`config.mk`:
```
export PLATFORM = sky130hd
export DESIGN_NAME = gpio_in_conditioner
export DESIGN_NICKNAME = d
export VERILOG_FILES = /design/src/rtl/gpio_in_pkg.sv /design/src/rtl/gpio_debounce_chan.sv /design/src/rtl/gpio_in_conditioner.sv
export SDC_FILE = /design/constraint.sdc
export NUM_CORES = 1
export LEC_CHECK = 0
export ABC_AREA = 1
export CORE_UTILIZATION = 40
export CTS_CLUSTER_SIZE = 12
export DETAILED_ROUTE_END_ITERATION = 10
export PLACE_DENSITY = 0.57
export SLEW_MARGIN = 20
export SYNTH_ARGS = -nofsm -noshare
export SYNTH_HDL_FRONTEND = slang
export SYNTH_SLANG_ARGS = --single-unit
```
`constraint.sdc`:
```
create_clock -name clk_sys_i -period 2.2 [get_ports clk_sys_i]
set_input_delay 0.22 -clock clk_sys_i [delete_from_list [all_inputs] [get_ports clk_sys_i]]
set_output_delay 0.22 -clock clk_sys_i [all_outputs]
set_load 0.02 [all_outputs]
```
`src/rtl/gpio_in_pkg.sv`:
```
// Shared types for the GPIO input conditioner: debounce FSM states and default timing.
// Latency/backpressure: none (types and constants only).
package gpio_in_pkg;

  typedef enum logic [1:0] {
    STABLE_LO,
    WAIT_HI,
    STABLE_HI,
    WAIT_LO
  } debounce_state_e;

  // 10 ms of stability at a 50 MHz system clock.
  localparam int unsigned DefaultDebounceCycles50MHz = 500000;

endpackage

```
`src/rtl/gpio_debounce_chan.sv`:
```
// One input channel: pad synchroniser, polarity fix, debounce FSM, edge pulses and sticky event.
// Latency SyncStages+DebounceCycles edges from pad sample to gp_o; no backpressure (free-running).
module gpio_debounce_chan
  import gpio_in_pkg::*;
#(
  parameter int unsigned SyncStages     = 2,
  parameter int unsigned DebounceCycles = DefaultDebounceCycles50MHz,
  parameter bit          InvertBit      = 1'b0,
  parameter bit          ResetBit       = 1'b0
) (
  input  logic clk_sys_i,
  input  logic rst_sys_ni,
  input  logic raw_i,
  input  logic event_clr_i,
  output logic gp_o,
  output logic rise_o,
  output logic fall_o,
  output logic event_o
);

  localparam int unsigned CntW = $clog2(DebounceCycles + 1);
  localparam logic [CntW-1:0] CntMax = CntW'(DebounceCycles);
  localparam logic [CntW-1:0] CntOne = CntW'(1);
  localparam debounce_state_e ResetState = ResetBit ? STABLE_HI : STABLE_LO;
  // Idle pads must look like the reset level after inversion, so no edge follows reset release.
  localparam logic [SyncStages-1:0] SyncReset = {SyncStages{ResetBit ^ InvertBit}};

  logic [SyncStages-1:0] sync_q, sync_d;
  debounce_state_e       state_q, state_d;
  logic [CntW-1:0]       cnt_q, cnt_d;
  logic                  gp_q, gp_d;
  logic                  rise_q, rise_d;
  logic                  fall_q, fall_d;
  logic                  event_q, event_d;
  logic                  s;

  assign sync_d = {sync_q[SyncStages-2:0], raw_i};
  assign s      = sync_q[SyncStages-1] ^ InvertBit;

  always_comb begin
    state_d = state_q;
    cnt_d   = cnt_q;
    gp_d    = gp_q;
    rise_d  = 1'b0;
    fall_d  = 1'b0;
    event_d = event_q & ~event_clr_i;
    case (state_q)
      STABLE_LO: begin
        if (s) begin
          state_d = WAIT_HI;
          cnt_d   = CntOne;
        end
      end
      WAIT_HI: begin
        if (!s) begin
          state_d = STABLE_LO;
          cnt_d   = '0;
        end else if (cnt_q == CntMax) begin
          state_d = STABLE_HI;
          gp_d    = 1'b1;
          rise_d  = 1'b1;
          event_d = 1'b1;
          cnt_d   = '0;
        end else begin
          cnt_d = cnt_q + CntOne;
        end
      end
      STABLE_HI: begin
        if (!s) begin
          state_d = WAIT_LO;
          cnt_d   = CntOne;
        end
      end
      WAIT_LO: begin
        if (s) begin
          state_d = STABLE_HI;
          cnt_d   = '0;
        end else if (cnt_q == CntMax) begin
          state_d = STABLE_LO;
          gp_d    = 1'b0;
          fall_d  = 1'b1;
          event_d = 1'b1;
          cnt_d   = '0;
        end else begin
          cnt_d = cnt_q + CntOne;
        end
      end
      default: begin
        state_d = ResetState;
        cnt_d   = '0;
      end
    endcase
  end

  always_ff @(posedge clk_sys_i or negedge rst_sys_ni) begin
    if (!rst_sys_ni) begin
      sync_q  <= SyncReset;
      state_q <= ResetState;
      cnt_q   <= '0;
      gp_q    <= ResetBit;
      rise_q  <= 1'b0;
      fall_q  <= 1'b0;
      event_q <= 1'b0;
    end else begin
      sync_q  <= sync_d;
      state_q <= state_d;
      cnt_q   <= cnt_d;
      gp_q    <= gp_d;
      rise_q  <= rise_d;
      fall_q  <= fall_d;
      event_q <= event_d;
    end
  end

  assign gp_o    = gp_q;
  assign rise_o  = rise_q;
  assign fall_o  = fall_q;
  assign event_o = event_q;

endmodule

```
`src/rtl/gpio_in_conditioner.sv`:
```
// Conditions Width pad inputs into a debounced GPIO bus with edge pulses, sticky events and an irq.
// Latency SyncStages+DebounceCycles edges to gp_o, irq_o one more; no backpressure.
module gpio_in_conditioner
  import gpio_in_pkg::*;
#(
  parameter int unsigned     Width          = 15,
  parameter int unsigned     SyncStages     = 2,
  parameter int unsigned     DebounceCycles = DefaultDebounceCycles50MHz,
  parameter logic [Width-1:0] InvertMask    = '0,
  parameter logic [Width-1:0] ResetValue    = '0
) (
  input  logic             clk_sys_i,
  input  logic             rst_sys_ni,
  input  logic [Width-1:0] raw_i,
  input  logic [Width-1:0] event_clr_i,
  output logic [Width-1:0] gp_o,
  output logic [Width-1:0] rise_o,
  output logic [Width-1:0] fall_o,
  output logic [Width-1:0] event_o,
  output logic             irq_o
);

  logic irq_q, irq_d;

  for (genvar i = 0; i < Width; i++) begin : g_chan
    gpio_debounce_chan #(
      .SyncStages    (SyncStages),
      .DebounceCycles(DebounceCycles),
      .InvertBit     (InvertMask[i]),
      .ResetBit      (ResetValue[i])
    ) u_chan (
      .clk_sys_i  (clk_sys_i),
      .rst_sys_ni (rst_sys_ni),
      .raw_i      (raw_i[i]),
      .event_clr_i(event_clr_i[i]),
      .gp_o       (gp_o[i]),
      .rise_o     (rise_o[i]),
      .fall_o     (fall_o[i]),
      .event_o    (event_o[i])
    );
  end

  always_comb begin
    irq_d = |event_o;
  end

  always_ff @(posedge clk_sys_i or negedge rst_sys_ni) begin
    if (!rst_sys_ni) begin
      irq_q <= 1'b0;
    end else begin
      irq_q <= irq_d;
    end
  end

  assign irq_o = irq_q;

endmodule

```
==> flow_summary.toml <==
[placement]
io_buffers = 92
hpwl_microns = 39300
gp_congestion = 0.899
dp.cells = 3888

[global_routing]
grtUsageMet2_pct = 29.9
grtUsageMet1_pct = 25.9
antenna_found_initial = 1
grt_pass1_wl_microns = 92600
grt_max_degree = 65
grt_busiest_layer = "met2"
gr-total-overflow = 0
use_met3_pct = 3.23
grt_usage_pct = 18.7
grt_pass1_vias = 19300

[clock_network]
path_clk_slew_ns = 0.06
cts_buffers = 50
clock_latency_ns = 0.60
cts_setup_buffers = 0
clock-sinks = 406
htree_levels = 2
cts_max_path_buffers = 3
cts_tree = "yes"
ctsRootBufferMaster = "clkbuf_16"

[timing]
fmax_ghz = 0.498
setup_violations = 0
rsz0062_at_grt = "no"
worst_slew_pin_slew_ns = 0.788
finalClockSkew_ns = 0.0248
finalMaxSlewViolations = 0
setup-tns-final_ns = 0
maxSlewHeadroom_pct = 47.3
min_period_over_period_pct = 91.3
finalHoldViolCount = 0
fin_crit_ns = 2.01

[floorplanning]
die_width_microns = 242
die_area_sq_um = 58700
io_pins = 93
start_util_pct = 40.7
core_area_sq_um = 56700
rows = 87
die_h_microns = 242

[worst_setup_path]
crit_path_end_kind = "output pin"
cp.required_ns = 1.98
critical_path.top_delay_family = "buffers and inverters"
r2r-start = "g_chan[4].u_chan.sync_q[1]"
worst_r2r_path_depth = 6
cp.depth = 1
cp_max_fo = 3
r2r_end = "g_chan[4].u_chan.cnt_q[1]"
arrival_ns = 1.79
path_cells = "clkdlybuf4s50_1"
cp_num_buf_inv = 1
start_kind = "register"
cp_slowest_cell = "clkdlybuf4s50_1"
max_stage_delay_ns = 0.68
crit_type = "reg -> out"
startpoint = "g_chan[1].u_chan.event_o"
r2r_slack_ns = 0.28

[finish]
layout.nets = 3247
areaGrowthSynthToFinish_pct = 14.1
final_cells = 3982
layout-drive-gt1-share_pct = 7.94
antennaDiodeCount = 0

[drt]
vias = 19900
ant_nets = 0
wire_per_inst_microns = 13.6
drtIter0Drc = 1467
route.detailed.drc = 0
drtPass1Iterations = 5
wl_microns = 54200
via_per_inst = 5.00

[pwr]
seq_power_share_pct = 42.3
swShare_pct = 28.7
power_switching_mw = 5.71
cellPowerDensity_nw_per_um2 = 755
p_clk_share_pct = 44.3
p_comb_share_pct = 13.4
p_int_mw = 14.2
leakagePower_nw = 11.7
ir_drop_mv = 0.693

[status]
status = "completed"

[flow_run]
max_cap_viol_count = 0

[yosys]
synth.distinct_cells = 48
synth_edf_count = 0
synth_fp_nets = 3171
netlist_instances = 3109
yosysTopAreaCell = "dfrtp_1"
ys_ff_latch = 406
async_reset_ff_share_pct = 100
synth.avg_cell_area_sq_um = 7.43
synth_top_area_share_pct = 44.0
yosysSeqAreaShare_pct = 44.0
netlist_area_sq_um = 23100
ys.flop_type = "dfrtp_1"
ys_top_cells_by_area = "dfrtp_1, nand2_1, inv_1"
yosys_warnings = 0

[worst_hold_path]
worstHoldStart = "raw_i[10]"
hold_class = "in -> reg"
min_path_cells = 1
min_delay_worst_endpoint = "g_chan[10].u_chan.sync_q[0]"
## per-layer routing
layer | wire length [microns] | part of all wire (%) | up-vias
met5 | 13 | 0.024 | -
met1 | 26500 | 49 | 9422
met2 | 24300 | 45 | 320
met4 | 1280 | 2.4 | 2
met3 | 2200 | 4.1 | 86
li1 | - | - | 10100
## Yosys cell counts (all sizes together), types with 10 or more instances
cell / count
or2: 10
xnor2: 16
nor2: 386
inv: 446
a21oi: 43
nand4: 80
buf: 81
o21bai: 11
xor2: 64
dfrtp: 406
o21ai: 166
nand3: 292
nor3: 65
o22ai: 96
nand2: 884
ha: 30
## area by class of cell
cell class	instances	area, sq um
clock buffer	67	1460
clock inverter	26	324
fill	5563	30400
inverter	447	1680
multi-input combinational	2170	10600
sequential	406	10200
tap	756	946
timing repair buffer	110	1140
## registers in the layout (all words and copies together), names as in the netlist, named ones only
signal / cells
g_chan.u_chan.cnt_q: 285
g_chan.u_chan.event_o: 15
g_chan.u_chan.fall_o: 15
g_chan.u_chan.gp_o: 15
g_chan.u_chan.rise_o: 15
g_chan.u_chan.state_q: 15
g_chan.u_chan.sync_q: 30
irq_o: 1
## cells in the final DEF (no fill, tap or decap), types with 12 or more instances in the layout
cell type,synthesis,routed
clkbuf_16,0,51
nor3_1,61,61
o21ai_0,133,133
clkbuf_8,0,12
nand3_2,19,19
clkdlybuf4s50_1,0,91
inv_1,422,422
nor2_1,334,333
inv_2,23,23
nand3_1,272,272
o22ai_1,96,96
a21oi_1,39,39
nand2_1,845,845
nand4_1,80,80
nor2_2,29,30
dfrtp_1,406,406
nand2_2,38,38
xor2_1,64,64
xnor2_1,16,16
ha_1,30,30
o21ai_1,32,32
clkinv_2,0,13
nor2_4,23,23
## kinds of logic after synthesis
group	count (synthesis)	share of synthesized area, %
AND/OR/NAND/NOR	1733	33.4
buffers and inverters	533	9.92
flip-flops	406	44.0
AO/OA/AOI/OAI	327	7.99
XOR/XNOR	80	3.03
adder cells (fa/ha/maj)	30	1.63
## power by group through the flow
| stage | clock, mW | sequential, mW | combinational, mW |
|---|---|---|---|
| final | 8.80 | 8.42 | 2.67 |
| after global routing | 9.40 | 8.49 | 3.04 |
| after floorplan | 0 | 8.34 | 2.04 |
| after detailed placement | 0 | 8.54 | 2.69 |
| after CTS | 9.10 | 8.42 | 2.70 |
| after global placement | 0 | 8.53 | 2.63 |
## per-stage QoR
stage	cell area, sq um	setup WS (ns)	power, mW	util (%)	hold slack [ns]
global placement	24600	0.276	11.2	43.3	0.172
detailed placement	24600	0.212	11.2	43.3	0.168
CTS	26300	0.115	20.2	46.4	0.0158
floorplan	23100	0.736	10.4	-	-0.0756
global route	26300	0.0846	20.9	46.5	0.0293
finish	26300	0.190	19.9	46.5	0.0599
## worst max-delay path by stage
stage / endpoint / slack [ns]
final: event_o[1] / 0.19
after global routing: event_o[8] / 0.08
after CTS: event_o[8] / 0.11
after detailed placement: g_chan[0].u_chan.cnt_q[2] / 0.21
after global placement: g_chan[0].u_chan.cnt_q[7] / 0.28
after floorplan: g_chan[10].u_chan.state_q[0] / 0.74
## repair_timing
action,4_1_cts,5_1_grt
hold endpoints to repair,390,0
endpoints found under the setup margin,0,5
hold buffers,1,0
resized for setup,0,1
(Power assumes the default switching activity.)
